<file path="config.mk">
export PLATFORM = sky130hd
export DESIGN_NAME = multi_fir_decimator
export DESIGN_NICKNAME = d
export VERILOG_FILES = /design/src/rtl/multi_fir_decimator.sv
export SDC_FILE = /design/constraint.sdc
export NUM_CORES = 1
export LEC_CHECK = 0
export ABC_AREA = 0
export CORE_MARGIN = 10
export CORE_UTILIZATION = 30
export DETAILED_ROUTE_END_ITERATION = 16
export SYNTH_ARGS = -nofsm -noshare
export SYNTH_HDL_FRONTEND = slang
export SYNTH_SLANG_ARGS = --single-unit
</file>
<file path="constraint.sdc">
create_clock -name clk -period 3.2 [get_ports clk]
set_input_delay 0.64 -clock clk [delete_from_list [all_inputs] [get_ports clk]]
set_output_delay 0.64 -clock clk [all_outputs]
set_load 0.02 [all_outputs]
</file>
<file path="src/rtl/multi_fir_decimator.sv">
// multi_fir_decimator
//   Sums each group of DECIM consecutive input samples into a 36-bit signed
//   accumulator. It saturates the group sum to 32 bits and presents it in a
//   one-deep result register.
//   The result register is an ACCUM/FULL FSM. While FULL, input readiness
//   follows io_out_ready. A stream can therefore drain and refill the
//   register in the same cycle without a bubble.
//
// Ports
//   clk           sole clock, rising edge
//   reset         synchronous, active-high
//   io_in_ready   block accepts a sample this cycle
//   io_in_valid   upstream offers a sample
//   io_in_bits    32-bit two's-complement sample
//   io_out_ready  downstream takes the result this cycle
//   io_out_valid  result register holds an unconsumed result
//   io_out_bits   saturated sum of DECIM samples
//   io_count      samples accumulated toward the current group
//   io_sat        sticky: some result has clamped since reset

module multi_fir_decimator #(
    parameter int DECIM = 4  // legal range 1..16
) (
    input  logic        clk,
    input  logic        reset,
    output logic        io_in_ready,
    input  logic        io_in_valid,
    input  logic [31:0] io_in_bits,
    input  logic        io_out_ready,
    output logic        io_out_valid,
    output logic [31:0] io_out_bits,
    output logic [3:0]  io_count,
    output logic        io_sat
);

    localparam logic [3:0] LAST = 4'(DECIM - 1);

    typedef enum logic {ACCUM, FULL} state_t;

    state_t             state, state_nxt;
    logic signed [35:0] acc, sum;
    logic [3:0]         cnt;
    logic [31:0]        result, sat_val;
    logic               sat_flag;
    logic               in_fire, out_fire, last;
    logic               clamp_hi, clamp_lo;

    // 36 bits hold 16 full-scale samples, so the sum itself never wraps.
    always_comb begin
        sum      = acc + {{4{io_in_bits[31]}}, io_in_bits};
        // The sum fits 32 bits only when bits 35..31 all agree.
        clamp_hi = !sum[35] && (sum[34:31] != 4'h0);
        clamp_lo =  sum[35] && (sum[34:31] != 4'hF);
        sat_val  = clamp_hi ? 32'h7FFF_FFFF :
                   clamp_lo ? 32'h8000_0000 : sum[31:0];
    end

    assign last     = (cnt == LAST);
    assign in_fire  = io_in_valid && io_in_ready;
    assign out_fire = io_out_valid && io_out_ready;

    // FSM next state and handshake outputs
    always_comb begin
        state_nxt    = state;
        io_in_ready  = 1'b1;
        io_out_valid = 1'b0;
        case (state)
            ACCUM: begin
                if (in_fire && last) state_nxt = FULL;
            end
            FULL: begin
                io_out_valid = 1'b1;
                io_in_ready  = io_out_ready;
                // A completing accept refills the register while the old
                // result leaves, so the FSM stays FULL.
                if (out_fire && !(in_fire && last)) state_nxt = ACCUM;
            end
            default: state_nxt = ACCUM;
        endcase
    end

    always_ff @(posedge clk) begin
        if (reset) begin
            state    <= ACCUM;
            acc      <= '0;
            cnt      <= '0;
            result   <= '0;
            sat_flag <= 1'b0;
        end else begin
            state <= state_nxt;
            if (in_fire) begin
                if (last) begin
                    result <= sat_val;
                    acc    <= '0;
                    cnt    <= '0;
                    if (clamp_hi || clamp_lo) sat_flag <= 1'b1;
                end else begin
                    acc <= sum;
                    cnt <= cnt + 4'd1;
                end
            end
        end
    end

    assign io_out_bits = result;
    assign io_count    = cnt;
    assign io_sat      = sat_flag;

endmodule

</file>
==> flow_summary.json <==
{
  "rows": 45,
  "syn_nets": 615,
  "grtUsageTotal_pct": 16.3,
  "cts-root-buf": "clkbuf_16",
  "h-tree-depth": 3,
  "max_stage_delay_ns": 0.31,
  "drt_iter0_markers": 303,
  "ys_ff_latch": 74,
  "vias": 5134,
  "p_leak_nw": 3.25,
  "cts_sinks": 74,
  "cp_cell_sequence": "dlygate4sd2_1, ha_4, and4_4, buf_4, buf_4, and4_4, o2111ai_2, o221ai_2, nand2_2, o31ai_4, nor3_4, buf_12, buf_12, a221o_1",
  "synth_edf_count": 0,
  "die_x_um": 144,
  "clk_pin_slew_worst_paths_ns": 0.06,
  "critical-path-slowest-cell": "o221ai_2",
  "synthTopCellsByArea": "dfxtp_1 32%, ha_1 9.7%, a221o_1 6.7%",
  "final_hold_viol_count": 0,
  "maxCapViolations": 0,
  "drv_slew": 0,
  "holdCritPathClass": "reg2reg",
  "synth.most_common_cell": "dfxtp_1",
  "place_congestion": 0.941,
  "final_layout_size_suffix_gt1_share_pct": 40.4,
  "maxSlewHeadroom_pct": 55.2,
  "synth-main-ff-cell": "dfxtp_1",
  "max_freq_mhz": 313,
  "io_pins": 75,
  "viasPerCell": 5.36,
  "ys_seq_area_share_pct": 31.9,
  "synth_top_area_share_pct": 31.9,
  "cp.buffers_inverters": 5,
  "clk_latency_ns": 0.35,
  "post_drt_wl_per_cell_um": 18.2,
  "fin_cells": 957,
  "routed_wl_um": 17400,
  "worstSetupEndpointType": "flip-flop",
  "hpwl_um": 11700,
  "rsz0062_at_grt": "true",
  "fin_crit_sh_pct": 100,
  "antenna_cells": 0,
  "arrival_ns": 3.42,
  "n_fill_cell": 1360,
  "yosysUniqueCellTypes": 59,
  "syn-cell-area_um2": 4650,
  "grt_pass1_vias": 5231,
  "die_area_um2": 20900,
  "overflow": 0,
  "synth_common_cells": "74 x dfxtp_1, 58 x nor2_1, 46 x a21oi_1, 36 x ha_1, 34 x a22oi_1",
  "cpLargestDelayFamily": "compound AO/OA/AOI/OAI gates",
  "criticalPathCategory": "in2reg",
  "status": "finished clean",
  "io_buffers": 74,
  "cts_buffers": 9,
  "synth_warnings": 0,
  "start_util_pct": 30.6,
  "cp_max_fo": 8,
  "setup_viol": 0,
  "required_ns": 3.43,
  "cts_tree": "done",
  "fin_crit_ns": 3.20,
  "hold_buffers": 0,
  "yosysTopAreaCell": "dfxtp_1",
  "antenna_found_initial": 0,
  "cts.path.max_buffers": 2,
  "grt_first_pass_wirelength_um": 26900,
  "holdWs_ns": 0.456,
  "synthCells": 542,
  "place_inst": 897,
  "ir_drop_v": 0.000277,
  "die_h_um": 144,
  "core_um2": 15200,
  "start_kind": "input port",
  "drt-pass1-iter-count": 6,
  "area_growth_pct": 70.9,
  "power_density_nw_per_um2": 504,
  "grt_max_degree": 44,
  "clock_skew_ns": 0.00809,
  "worst_pin_slew_ns": 0.671,
  "syn-mean-instance-area_um2": 8.57,
  "async_reset_ff_share_pct": 0,
  "ant_nets": 0,
  "drc": 0,
  "fin_nets": 838
}
==> final timing paths <==
path,startpoint,endpoint,slack [ns],cells past startpoint
worst min-delay path,io_sat,io_sat,0.46,2
worst max-delay path,io_in_bits[29],io_out_bits[17],0.0005,14
worst max register to register,acc[16],io_out_bits[17],0.08,12
worst min register to register,io_sat,io_sat,0.46,2
==> worst min-delay path: cells and delay by family, from the launching register on <==
kind                   cells  cell delay [ns]
flip-flops                 1             0.31
buffers and inverters      1             0.05
AO/OA/AOI/OAI              1             0.05
==> repair_timing <==
action / in CTS / in global routing
setup buffers: 26 / 18
resized for setup: 119 / 96
pin swaps: 46 / 68
endpoints found under the setup margin: 35 / 34
gates cloned: 3 / 0
==> metal layers <==
layer  wire length (um)  global-route usage (%)  vias up
li1                   -                       -     2501
met1               7410                    19.3     2482
met2               8770                    28.0      129
met3                967                    3.94       22
met4                265                    5.53        0
met5                  0                       0        -
==> state kept, by name (all words and copies together) (netlist names) <==
| register | count |
|---|---|
| io_count | 4 |
| state | 1 |
| io_sat | 1 |
| io_out_bits | 32 |
| acc | 36 |
==> stage by stage <==
step / worst slack [ns] / utilization [%] / cell area [um^2] / TNS [ns] / power (mW)
final: 0.000526 / 52.2 / 7940 / 0 / 4.00
after global routing: -0.116 / 52.2 / 7940 / -2.64 / 4.23
after CTS: 0.00377 / 49.8 / 7570 / 0 / 3.80
after detailed placement: -0.626 / 42.6 / 6480 / -22.04 / 2.47
after global placement: -0.576 / 42.6 / 6480 / -19.54 / 2.44
after floorplan: 0.0295 / - / 4670 / 0 / 1.85
==> power by group <==
group | leakage [nW] | internal, mW | switching (mW)
sequential | 0.604 | 0.997 | 0.0719
combinational | 2.50 | 0.959 | 0.899
clock | 0.145 | 0.677 | 0.399
total | 3.25 | 2.63 | 1.37
==> cells in the final DEF, fill, tap and decap left out, drive strengths merged, types with 13 or more instances in the layout <==
master         instances
buf                  178
dfxtp                 74
nor2                  58
a21oi                 47
clkdlybuf4s50         42
ha                    36
a22oi                 34
nand2                 33
a221o                 31
clkbuf                25
o21ai                 24
xnor2                 19
nand4                 18
xor2                  16
inv                   13
o211ai                13
==> layout make-up <==
cell class,count,area (um^2),area share (%)
multi-input cells,417,3730,47.0
repair buffers,250,2130,26.8
flip-flops and latches,74,1480,18.7
well taps,188,235,2.96
clock buffers,10,229,2.88
clock inverters,5,80.1,1.01
inverters,13,48.8,0.615
==> kinds of logic (layout without fill, tap and decap cells) <==
group	count (synthesis)	in the layout	synth area share, %
AO/OA/AOI/OAI	194	194	30.1
XOR/XNOR	35	35	6.92
adder cells (fa/ha/maj)	37	37	10.1
buffers and inverters	51	278	5.12
flip-flops	74	74	31.9
multiplexers	2	2	0.431
AND/OR/NAND/NOR	149	149	15.4
Note: power is estimated with default switching activity, not from simulation.
